`src/rtl/alu_pwr_pkg.sv`:
```
// Shared definitions for the ALU power-domain sequencer: state encoding,
// default delay parameters and small elaboration-time helpers.
package alu_pwr_pkg;

  typedef enum logic [2:0] {
    ST_ON      = 3'd0,
    ST_DRAIN   = 3'd1,
    ST_SAVE    = 3'd2,
    ST_ISO     = 3'd3,
    ST_OFF     = 3'd4,
    ST_PWRUP   = 3'd5,
    ST_RESTORE = 3'd6,
    ST_UNISO   = 3'd7
  } seq_state_e;

  localparam int ISO_CYCLES_DEF   = 2;
  localparam int PWRUP_CYCLES_DEF = 4;

  // A zero-length hold still has to occupy its state for one cycle.
  function automatic int eff_cycles(input int n);
    return (n < 1) ? 1 : n;
  endfunction

  // Counter holds (max - 1), so $clog2(max) bits suffice; never below 1 bit.
  function automatic int cnt_width(input int a, input int b);
    int m;
    m = (a > b) ? a : b;
    return ($clog2(m) < 1) ? 1 : $clog2(m);
  endfunction

endpackage

```
`src/rtl/alu_pwr_seq_pwr_delay_cnt.sv`:
```
// Loadable down-counter shared by the isolation-hold and power-up settle
// phases; done_o is high whenever the count has reached zero.
module pwr_delay_cnt #(
  parameter int W = 2
) (
  input  logic         clk,
  input  logic         rst_n,
  input  logic         load_i,
  input  logic [W-1:0] load_val_i,
  output logic         done_o
);

  logic [W-1:0] cnt_q, cnt_d;

  always_comb begin
    cnt_d = cnt_q;
    if (load_i)
      cnt_d = load_val_i;
    else if (cnt_q != '0)
      cnt_d = cnt_q - 1'b1;
  end

  always_ff @(posedge clk or negedge rst_n) begin
    if (!rst_n) cnt_q <= '0;
    else        cnt_q <= cnt_d;
  end

  assign done_o = (cnt_q == '0);

endmodule

```
`src/rtl/alu_pwr_seq.sv`:
```
// Always-on power sequencer for the ALU domain (drain, save, isolate, off,
// power-up, restore, de-isolate). Macro ALU_PWR_RETENTION_EN enables SAVE/RESTORE.
module alu_pwr_seq
  import alu_pwr_pkg::*;
#(
  parameter int ISO_CYCLES   = ISO_CYCLES_DEF,
  parameter int PWRUP_CYCLES = PWRUP_CYCLES_DEF
) (
  input  logic       clk,
  input  logic       rst_n,
  input  logic       sleep_req,
  input  logic       start_in,
  input  logic       alu_busy,
  output logic       start_out,
  output logic       start_drop,
  output logic       alu_pwr_en,
  output logic       iso_en,
  output logic       save,
  output logic       restore,
  output logic       alu_ready,
  output logic [2:0] seq_state
);

  localparam int ISO_EFF   = eff_cycles(ISO_CYCLES);
  localparam int PWRUP_EFF = eff_cycles(PWRUP_CYCLES);
  localparam int CW        = cnt_width(ISO_EFF, PWRUP_EFF);
  localparam logic [CW-1:0] ISO_LOAD   = CW'(ISO_EFF - 1);
  localparam logic [CW-1:0] PWRUP_LOAD = CW'(PWRUP_EFF - 1);

  seq_state_e    state_q, state_d;
  logic          idle_q, idle_d;
  logic          cnt_load, cnt_done;
  logic [CW-1:0] cnt_val;

  logic pwr_q, pwr_d, iso_q, iso_d, save_q, save_d;
  logic rest_q, rest_d, rdy_q, rdy_d, drop_q, drop_d;

  pwr_delay_cnt #(.W(CW)) u_dly (
    .clk        (clk),
    .rst_n      (rst_n),
    .load_i     (cnt_load),
    .load_val_i (cnt_val),
    .done_o     (cnt_done)
  );

  always_comb begin
    state_d  = state_q;
    idle_d   = 1'b0;
    cnt_load = 1'b0;
    cnt_val  = ISO_LOAD;
    case (state_q)
      ST_ON: if (sleep_req) state_d = ST_DRAIN;
      ST_DRAIN: begin
        // idle_q remembers that the previous DRAIN cycle already saw busy low.
        if (!sleep_req) begin
          state_d = ST_ON;
        end else if (!alu_busy && idle_q) begin
`ifdef ALU_PWR_RETENTION_EN
          state_d  = ST_SAVE;
`else
          state_d  = ST_ISO;
          cnt_load = 1'b1;
`endif
        end else begin
          idle_d = !alu_busy;
        end
      end
`ifdef ALU_PWR_RETENTION_EN
      ST_SAVE: begin
        state_d  = ST_ISO;
        cnt_load = 1'b1;
      end
      ST_RESTORE: state_d = ST_UNISO;
`endif
      ST_ISO: if (cnt_done) state_d = ST_OFF;
      ST_OFF: begin
        if (!sleep_req) begin
          state_d  = ST_PWRUP;
          cnt_load = 1'b1;
          cnt_val  = PWRUP_LOAD;
        end
      end
      ST_PWRUP: begin
`ifdef ALU_PWR_RETENTION_EN
        if (cnt_done) state_d = ST_RESTORE;
`else
        if (cnt_done) state_d = ST_UNISO;
`endif
      end
      ST_UNISO: state_d = ST_ON;
      default:  state_d = ST_ON;
    endcase
  end

  // Outputs are decoded from the next state so they change on the entering edge.
  always_comb begin
    pwr_d  = (state_d != ST_OFF);
    iso_d  = (state_d inside {ST_ISO, ST_OFF, ST_PWRUP, ST_RESTORE});
`ifdef ALU_PWR_RETENTION_EN
    save_d = (state_d == ST_SAVE);
    rest_d = (state_d == ST_RESTORE);
`else
    save_d = 1'b0;
    rest_d = 1'b0;
`endif
    rdy_d  = (state_d == ST_ON);
    drop_d = start_in && (state_q != ST_ON);
  end

  always_ff @(posedge clk or negedge rst_n) begin
    if (!rst_n) begin
      state_q <= ST_ON;
      idle_q  <= 1'b0;
      pwr_q   <= 1'b1;
      iso_q   <= 1'b0;
      save_q  <= 1'b0;
      rest_q  <= 1'b0;
      rdy_q   <= 1'b1;
      drop_q  <= 1'b0;
    end else begin
      state_q <= state_d;
      idle_q  <= idle_d;
      pwr_q   <= pwr_d;
      iso_q   <= iso_d;
      save_q  <= save_d;
      rest_q  <= rest_d;
      rdy_q   <= rdy_d;
      drop_q  <= drop_d;
    end
  end

  assign start_out  = start_in && (state_q == ST_ON);
  assign start_drop = drop_q;
  assign alu_pwr_en = pwr_q;
  assign iso_en     = iso_q;
  assign save       = save_q;
  assign restore    = rest_q;
  assign alu_ready  = rdy_q;
  assign seq_state  = state_q;

endmodule
```
`config.mk`:
```
export PLATFORM = sky130hd
export DESIGN_NAME = alu_pwr_seq
export DESIGN_NICKNAME = d
export VERILOG_FILES = /design/src/rtl/alu_pwr_pkg.sv /design/src/rtl/alu_pwr_seq_pwr_delay_cnt.sv /design/src/rtl/alu_pwr_seq.sv
export SDC_FILE = /design/constraint.sdc
export NUM_CORES = 1
export LEC_CHECK = 0
export BUFFER_PORTS_ARGS = -buffer_cell sky130_fd_sc_hd__buf_2
export CORE_AREA = 2 2 39 41
export DETAILED_ROUTE_END_ITERATION = 12
export DIE_AREA = 0 0 41 43
export GPL_TIMING_DRIVEN = 0
export PLACE_DENSITY_LB_ADDON = 0.15
export SYNTH_ARGS = -nofsm -noshare
export SYNTH_HDL_FRONTEND = slang
export SYNTH_HIERARCHICAL = 1
export SYNTH_SLANG_ARGS = --single-unit
```
`constraint.sdc`:
```
create_clock -name clk -period 1.5 [get_ports clk]
set_input_delay 0.15 -clock clk [delete_from_list [all_inputs] [get_ports clk]]
set_output_delay 0.15 -clock clk [all_outputs]
set_load 0.05 [all_outputs]
```
==> run metrics, run 1 <==
Vias ~430; height of the chip ~43 µm; fraction of layout cells with a size suffix above 1 0.494; Hold Vio Cnt, Final 0; Yosys top cell area share 0.374; type of origin of the critical path flop; switching share of total power 0.456; final cycle utilization of the critical path 0.990; root buffer cell sky130_fd_sc_hd__clkbuf_4; most frequent cell after synthesis sky130_fd_sc_hd__dfrtp_1; post-layout min period between 1 and 1.5 ns; Fmax achieved just under 700 MHz; worst voltage drop across the vdd grid 1.04 mV; most common library cells after synthesis sky130_fd_sc_hd__dfrtp_1, sky130_fd_sc_hd__buf_4, sky130_fd_sc_hd__nand2_1, sky130_fd_sc_hd__o21ai_0; number of warnings printed during yosys synthesis 6; number of rows created at floorplan 14; number of synthesized flops with an enable pin 0; number of global-route vias before repair 350; Cell Area, Placed 644 µm²; # Max-Cap Violations 0; RSZ-0062 raised after global routing yes; placer congestion estimate 0.740; maximum number of pins on one net before global-route repair 11; post-synthesis sequential element count 10; final cell count without fillers 93; Clock Sinks 10; required time worst endpoint approximately 1.7 ns; kind of end point of the critical path flop; Residual DRC 0; total design power approximately 1.7 mW; combined global-route utilization of all metal layers 0.135; leakage 0.371 nW; part of the total power dissipated in the clock network 0.110; number of library cell types mapped by synthesis 29; Pint 0.931 mW; cells taking the most area after synthesis sky130_fd_sc_hd__dfrtp_1, sky130_fd_sc_hd__dfstp_2, sky130_fd_sc_hd__buf_4; maximum fanout encountered on the critical timing path 7; DIE AREA between 1500 and 2000 µm²; area overhead of the layout relative to synthesis 44.2%; mean area per synthesized cell about 11 µm²; maximum buffer depth of the clock tree 2; number of port buffers 12; outcome complete, no violations; Initial Utilization 0.387; predominant post-synthesis flop cell sky130_fd_sc_hd__dfrtp_1; DRT Wirelength 1.15 mm; Clock transition at path regs approximately 0.070 ns; critical setup path kind flop to flop; Async S/R FF share, synth 1.00; most area-hungry cell type in the Yosys netlist sky130_fd_sc_hd__dfrtp_1; Layout Cell Area excl Fill slightly below 800 µm²; number of placed instances, taps included 80; Post-Syn Area between 500 and 600 µm²; TritonCTS clock tree built; count of cells along the worst hold path 2; Flop pwr share 0.276; count of cells along the worst register-to-register path 5; final-report setup violation count 0; antenna-violating nets left 0; placement-stage worst setup slack -0.000959 ns; Synth Instances between 50 and 60; Die X slightly above 40 µm; min setup slack post-route roughly 0.015 ns; drt via density ~4.6; global-route wire length before repair 1.57 mm; source-to-sink clock delay at the later pin of the worst-skew pair 0.26 ns; total I/O pin count 15; # nets final between 80 and 90; data arrival at the endpoint of the critical path 1.64 ns; hpwl dp between 600 and 700 µm; post-route setup TNS 0 ns; Wirelength per Cell about 12 µm; count of inserted antenna diode cells 0; PwrDens roughly 2200 nW/µm²; Switch Pwr between 0.7 and 0.8 mW; TritonCTS Buffers 3; violation count after the first detailed-routing iteration 3; worst hold path class input pin to flop; sequential share of the synthesized area 0.472; combinational share of power 0.614; final count of pins violating max slew 0; core area between 1000 and 1500 µm²; Clock Skews 0.0124 ns; H-tree level count 1; number of antenna violations at the first check in global routing 0; total grt overflow 0; detailed-router iteration count before antenna repair 4
layout by cell type (no fill, tap or decap):
master | Yosys | final
sky130_fd_sc_hd__a31oi_1 | 1 | 1
sky130_fd_sc_hd__and2_1 | 2 | 1
sky130_fd_sc_hd__and2_4 | 0 | 1
sky130_fd_sc_hd__and3b_1 | 1 | 1
sky130_fd_sc_hd__and4b_1 | 1 | 1
sky130_fd_sc_hd__and4bb_1 | 1 | 1
sky130_fd_sc_hd__buf_2 | 1 | 11
sky130_fd_sc_hd__buf_4 | 3 | 10
sky130_fd_sc_hd__buf_6 | 0 | 2
sky130_fd_sc_hd__buf_8 | 0 | 1
sky130_fd_sc_hd__clkbuf_1 | 0 | 1
sky130_fd_sc_hd__clkbuf_4 | 0 | 3
sky130_fd_sc_hd__conb_1 | 2 | 3
sky130_fd_sc_hd__dfrtp_1 | 8 | 5
sky130_fd_sc_hd__dfrtp_2 | 0 | 3
sky130_fd_sc_hd__dfstp_2 | 2 | 2
sky130_fd_sc_hd__dlygate4sd3_1 | 0 | 1
sky130_fd_sc_hd__ha_2 | 0 | 1
sky130_fd_sc_hd__inv_1 | 2 | 2
sky130_fd_sc_hd__nand2_1 | 3 | 3
sky130_fd_sc_hd__nand2b_1 | 2 | 1
sky130_fd_sc_hd__nand2b_4 | 0 | 1
sky130_fd_sc_hd__nand3b_1 | 1 | 1
sky130_fd_sc_hd__nand4b_1 | 2 | 2
sky130_fd_sc_hd__nor2_1 | 2 | 2
sky130_fd_sc_hd__nor2b_1 | 2 | 2
sky130_fd_sc_hd__nor3_4 | 0 | 1
sky130_fd_sc_hd__nor3b_1 | 2 | 2
sky130_fd_sc_hd__nor3b_2 | 1 | 1
sky130_fd_sc_hd__nor4b_4 | 0 | 1
sky130_fd_sc_hd__o211ai_1 | 1 | 1
sky130_fd_sc_hd__o21ai_0 | 3 | 3
sky130_fd_sc_hd__o21ai_1 | 1 | 1
sky130_fd_sc_hd__o31a_1 | 1 | 1
sky130_fd_sc_hd__or2b_1 | 1 | 1
sky130_fd_sc_hd__xnor2_1 | 1 | 1
sky130_fd_sc_hd__xor2_1 | 1 | 1
worst paths after layout:
kind                              startpoint        endpoint  slack, ns
worst max-delay path            seq_state[0]  u_dly/cnt_q[1]       0.02
max in group asynchronous              rst_n       alu_ready       0.96
worst max register to register  seq_state[0]  u_dly/cnt_q[1]       0.02
worst min-delay path                start_in      start_drop       0.12
min in group asynchronous              rst_n  u_dly/cnt_q[0]       0.27
worst min register to register        idle_q          idle_q       0.60
stage by stage:
step | util | hold slack, ns
after CTS | 0.509 | 0.115
final | 0.558 | 0.119
after global placement | 0.466 | 0.0242
after floorplan | - | -0.146
after detailed placement | 0.466 | 0.0234
after global routing | 0.558 | 0.137
power groups by stage:
stage	clock, mW	combinational [mW]	sequential (mW)
after CTS	0.200	0.900	0.480
final	0.189	1.05	0.472
after detailed placement	0	0.837	0.487
after global routing	0.215	1.14	0.489
after floorplan	0	0.433	0.725
after global placement	0	0.823	0.484
registers in the layout, indices dropped and copies added, names as in the netlist:
signal,cells
seq_state,3
u_dly/cnt_q,2
alu_pwr_en,1
alu_ready,1
idle_q,1
iso_en,1
start_drop,1
routing by layer:
layer  wire length (µm)  track usage  part of all wire
met1                501        0.200              0.44
met2                572        0.172              0.50
met3                 67       0.0785             0.058
met4                  4       0.0200            0.0035
met5                  0            0                 0
cell type report:
class	count	area, µm²
tap	16	20.0
sequential	10	256
clock buffer	4	26.3
fill	118	612
inverter	2	7.51
multi-input combinational	36	284
buffer	4	33.8
timing repair buffer	21	144
critical path: stages (launching register included):
cell	delay [ns]
sky130_fd_sc_hd__dfrtp_2	0.45
sky130_fd_sc_hd__buf_4	0.16
sky130_fd_sc_hd__nor4b_4	0.26
sky130_fd_sc_hd__nand2b_4	0.18
sky130_fd_sc_hd__or2b_1	0.23
sky130_fd_sc_hd__o31a_1	0.10
what timing repair did:
action	4_1_cts	5_1_grt
endpoints found under the setup margin	1	3
buffers inserted	1	7
pin swaps	0	3
hold buffers	1	0
hold endpoints to repair	10	0
resized for setup	5	5
kinds of logic (layout without fill, tap and decap cells):
group,count (synthesis),count (layout),synth area share
buffers and inverters,6,31,0.0654
DFF,10,10,0.472
and+or+nand+nor,23,23,0.313
adders and majority gates,1,1,0.0234
xor gates and xnor gates,2,2,0.0327
AOI/OAI and AO/OA,7,7,0.0794
other,2,3,0.0140
Power figures use the tool's default switching activity.
==> run 2, diff against run 1 <==
ABC_AREA = 1   (was not set)
==> run 2 against run 1 <==
Against the previous run:
- wire length shrank 15%
- cell count grew 4.3%
- area after synthesis shrank 3.0%
- largest power group unchanged
- highest routed layer is now met3
==> run metrics, run 2 <==
outcome complete, no violations; most area-hungry cell type in the Yosys netlist sky130_fd_sc_hd__dfrtp_1; Die X just over 40 µm; area occupied by multi-input gates approximately 230 µm²; leakage between 0.3 and 0.4 nW; final count of pins violating max slew 0; number of synthesized flops with an enable pin 0; violation count after the first detailed-routing iteration 15; final-report setup violation count 0; critical setup path kind flop to primary output; data arrival at the endpoint of the critical path 1.28 ns; Clock Sinks 10; final cycle utilization of the critical path 0.954; antenna-violating nets left 0; DRT Wirelength around 970 µm; TritonCTS clock tree built; PwrDens approximately 2300 nW/µm²; placer congestion estimate ~0.75; detailed-router iteration count before antenna repair 4; drt via density approximately 4.4; number of port buffers 12; DIE AREA 1760 µm²; Synth Instances 63; worst hold path class input pin to flop; hold worst-path end idle_q; type of origin of the critical path flop; filler instances between 100 and 150; kind of end point of the critical path primary output; Fmax achieved around 700 MHz; source-to-sink clock delay at the later pin of the worst-skew pair between 0.2 and 0.3 ns; Largest register FFs 3; Hold Vio Cnt, Final 0; count of cells along the worst hold path 2; RSZ-0062 raised after global routing no; total I/O pin count 15; count of inserted antenna diode cells 0; post-layout min period 1.43 ns; most common cell after layout, fill and taps aside sky130_fd_sc_hd__nand2_1; mean area per synthesized cell around 8 µm²; post-layout util 0.483; count of cells along the worst register-to-register path 7; global-route wire length before repair 1.74 mm; height of the chip approximately 43 µm; worst voltage drop across the vdd grid approximately 0.94 mV; Async S/R FF share, synth 1.00; Clock transition at path regs 0.07 ns; TritonCTS Buffers 3; maximum buffer depth of the clock tree 2; start point of the worst min-delay path alu_busy; required time worst endpoint 1.35 ns; root buffer cell sky130_fd_sc_hd__clkbuf_4; min setup slack post-route roughly 0.07 ns; most frequent cell after synthesis sky130_fd_sc_hd__nand2_1; core area approximately 1400 µm²; # Max-Cap Violations 0; Layout Cell Area excl Fill 668 µm²; Initial Utilization 0.375; total grt overflow 0; area taken by flip-flops and latches 256 µm²; # nets final between 80 and 90; Cell Area, Placed roughly 620 µm²; maximum fanout encountered on the critical timing path 6; post-CTS setup buffer count 0; placement-stage worst setup slack about 0.027 ns; sequential share of the synthesized area 0.487; Vias 429; origin of the critical flop-to-flop path seq_state[1]; Post-Syn Area approximately 520 µm²; leading cell types in the layout, fill and taps excluded sky130_fd_sc_hd__nand2_1, sky130_fd_sc_hd__buf_2, sky130_fd_sc_hd__inv_1; number of global-route vias before repair 414; predominant post-synthesis flop cell sky130_fd_sc_hd__dfrtp_1; Yosys top cell area share 0.386; reg2reg end u_dly/cnt_q[1]; H-tree level count 1; number of antenna violations at the first check in global routing 0; hpwl dp 769 µm; Wirelength per Cell between 10 and 15 µm; final hold slack ~0.052 ns; combined global-route utilization of all metal layers 0.149; flop2flop setup slack around 0.15 ns; most common library cells after synthesis sky130_fd_sc_hd__nand2_1, sky130_fd_sc_hd__inv_1, sky130_fd_sc_hd__dfrtp_1; number of library cell types mapped by synthesis 19; Clock Skews 0.00186 ns; number of warnings printed during yosys synthesis 6; fraction of layout cells with a size suffix above 1 0.383; area overhead of the layout relative to synthesis 28.7%; cells taking the most area after synthesis sky130_fd_sc_hd__dfrtp_1, sky130_fd_sc_hd__dfstp_2, sky130_fd_sc_hd__nand2_1; number of rows created at floorplan 14; maximum number of pins on one net before global-route repair 11; Residual DRC 0; post-synthesis sequential element count 10; source of the critical timing path seq_state[1]; post-route setup TNS 0 ns
## run 2: power breakdown
| group | total [mW] | switching, mW | leakage, nW | internal (mW) |
|---|---|---|---|---|
| clock network | 0.242 | 0.0951 | 0.0210 | 0.147 |
| logic | 0.801 | 0.585 | 0.210 | 0.215 |
| registers | 0.501 | 0.101 | 0.119 | 0.400 |
| total | 1.54 | 0.781 | 0.351 | 0.763 |
## run 2: how the worst max path moves through the flow
stage	depth (start not counted)	slack, ns	to
2_1_floorplan	7	0.04	u_dly/cnt_q[1]
3_3_place_gp	7	0.02	u_dly/cnt_q[1]
3_5_place_dp	7	0.03	u_dly/cnt_q[1]
4_1_cts	7	0.01	u_dly/cnt_q[1]
5_1_grt	7	0.01	u_dly/cnt_q[1]
6_report	2	0.07	start_out
## run 2: repair_timing
action / CTS / global route
hold endpoints to repair: 10 / 0
resized for setup: 0 / 1
hold buffers: 1 / 0
endpoints found under the setup margin: 0 / 2
## run 2: cell families (layout without fill, tap and decap cells)
logic type | after synthesis | in the layout | synth area share
adders and majority gates | 1 | 1 | 0.0241
and+or+nand+nor | 31 | 31 | 0.308
other | 2 | 3 | 0.0145
DFF | 10 | 10 | 0.487
AOI/OAI and AO/OA | 6 | 6 | 0.0578
buffers and inverters | 13 | 30 | 0.108
## run 2: critical path: stages (launching register included)
cell	delay [ns]
sky130_fd_sc_hd__dfrtp_2	0.46
sky130_fd_sc_hd__nor4_4	0.27
sky130_fd_sc_hd__buf_2	0.30
## run 2: layout make-up
type | count | area share
repair buffers | 13 | 0.105
inverters | 11 | 0.0618
flip-flops and latches | 10 | 0.384
plain buffers | 2 | 0.0225
clock buffers | 4 | 0.0543
well taps | 16 | 0.0300
multi-input cells | 41 | 0.343
## run 2: per-stage QoR
step,std cells,power [mW]
4_1_cts,97,1.56
6_report,97,1.54
3_3_place_gp,92,1.30
2_1_floorplan,64,1.14
5_1_grt,97,1.66
3_5_place_dp,92,1.32
## run 2: layer usage
metal / vias to the layer above / track usage / wire length [µm]
met5: - / 0 / 0
met1: 187 / 0.200 / 467
li1: 232 / - / -
met3: 0 / 0.0471 / 59
met2: 10 / 0.206 / 445
met4: 0 / 0.0800 / 0
==> run 3, diff against run 2 <==
GPL_TIMING_DRIVEN = 1   (was 0)
SKIP_CTS_REPAIR_TIMING = 1   (was not set)
==> run 3 against run 2 <==
Against the previous run:
- sequential share of layout area decreased by 0.14 points
- die area is the same
- wire length decreased by 0.41%
- global-route usage decreased by 0.49 points
- clock power about the same
- sequential power down 3%
- fmax rose by 1.9%
- clock-buffer cell count did not move
- via count rose by 3.3%
- utilization increased by 0.18 points
- critical path type unchanged
- register-to-register slack barely moved
==> run metrics, run 3 (synthesis gave the netlist of run 2 again) <==
root buffer cell sky130_fd_sc_hd__clkbuf_4; violation count after the first detailed-routing iteration 9; number of global-route vias before repair around 400; post-route setup TNS 0 ns; post-layout min period ~1.4 ns; Initial Utilization 0.375; data arrival at the endpoint of the critical path 1.25 ns; PwrDens about 2300 nW/µm²; Clock Skews between 0.0015 and 0.002 ns; leakage 0.351 nW; area overhead of the layout relative to synthesis 29.2%; final cycle utilization of the critical path 0.937; total design power roughly 1.6 mW; worst voltage drop across the vdd grid between 1 and 1.5 mV; outcome complete, no violations; TritonCTS Buffers 3; maximum buffer depth of the clock tree 2; DIE AREA roughly 1800 µm²; detailed-router iteration count before antenna repair 4; antenna-violating nets left 0; kind of end point of the critical path primary output; total grt overflow 0; core area 1380 µm²; total I/O pin count 15; start point of the worst min-delay path alu_busy; hold worst-path end idle_q; number of port buffers 12; flop2flop setup slack roughly 0.16 ns; drt via density approximately 4.6; critical setup path kind flop to primary output; Wirelength per Cell around 10 µm; maximum fanout encountered on the critical timing path 5; source-to-sink clock delay at the later pin of the worst-skew pair ~0.26 ns; # Max-Cap Violations 0; type of origin of the critical path flop; leading cell types in the layout, fill and taps excluded sky130_fd_sc_hd__nand2_1, sky130_fd_sc_hd__buf_2, sky130_fd_sc_hd__inv_1; global-route wire length before repair about 1.7 mm; height of the chip 43 µm; Hold Vio Cnt, Final 0; number of placed instances, taps included about 90; Clock Sinks 10; DRT Wirelength 969 µm; Largest register FFs 3; count of cells along the worst register-to-register path 8; Fmax achieved about 710 MHz; Residual DRC 0; # nets final a little under 90; most common cell after layout, fill and taps aside sky130_fd_sc_hd__nand2_1; count of cells along the worst hold path 2; Vias 443; number of rows created at floorplan 14; worst hold path class input pin to flop; Die X 41 µm; RSZ-0062 raised after global routing no; final count of pins violating max slew 0; origin of the critical flop-to-flop path seq_state[1]; Clock transition at path regs approximately 0.07 ns; fraction of layout cells with a size suffix above 1 0.383; final-report setup violation count 0; H-tree level count 1; final hold slack slightly below 0.05 ns; count of inserted antenna diode cells 0; TritonCTS clock tree built; hpwl dp ~760 µm; reg2reg end u_dly/cnt_q[1]; combined global-route utilization of all metal layers 0.144; required time worst endpoint 1.35 ns; placer congestion estimate 0.767; number of antenna violations at the first check in global routing 0; final cell count without fillers 97; maximum number of pins on one net before global-route repair 11
run 3: cell counts in the layout (fill, tap and decap cells not counted):
Identical to the previous run, type by type.
run 3: metrics by stage:
| step | setup slack (ns) | utilization | instance area, µm² |
|---|---|---|---|
| after floorplan | 0.0438 | - | 542 |
| after global placement | 0.209 | 0.449 | 622 |
| after detailed placement | 0.179 | 0.449 | 622 |
| after CTS | 0.0230 | 0.476 | 658 |
| after global routing | 0.0348 | 0.485 | 671 |
| final | 0.0952 | 0.485 | 671 |
run 3: worst max path at each step:
| stage | start | to | slack [ns] |
|---|---|---|---|
| finish | seq_state[2] | start_out | 0.1 |
| global route | seq_state[2] | start_out | 0.03 |
| CTS | seq_state[2] | start_out | 0.02 |
| detailed placement | seq_state[1] | u_dly/cnt_q[1] | 0.18 |
| global placement | seq_state[1] | u_dly/cnt_q[1] | 0.21 |
| floorplan | seq_state[1] | u_dly/cnt_q[1] | 0.04 |
run 3: area by class of cell:
| class | instances | area (µm²) |
|---|---|---|
| fillers | 144 | 713 |
| flip-flops and latches | 10 | 256 |
| multi-input cells | 41 | 229 |
| repair buffers | 15 | 87.6 |
| inverters | 11 | 41.3 |
| clock buffers | 4 | 36.3 |
| well taps | 16 | 20.0 |
run 3: layer usage:
layer  wire, µm  global-route usage  vias up
li1           -                   -      235
met1        445               0.191      197
met2        458               0.191       11
met3         66              0.0942        0
met4          0              0.0400        0
met5          0                   0        -
run 3: report_power, final:
| part | internal (mW) | switching, mW | total [mW] |
|---|---|---|---|
| registers | 0.400 | 0.0853 | 0.485 |
| logic | 0.238 | 0.603 | 0.840 |
| clock network | 0.147 | 0.0931 | 0.240 |
| total | 0.785 | 0.781 | 1.57 |
run 3: worst max-delay path: stages, from the launching register on:
cell,delay [ns]
sky130_fd_sc_hd__dfrtp_2,0.40
sky130_fd_sc_hd__buf_4,0.16
sky130_fd_sc_hd__nor4_4,0.20
sky130_fd_sc_hd__buf_4,0.23
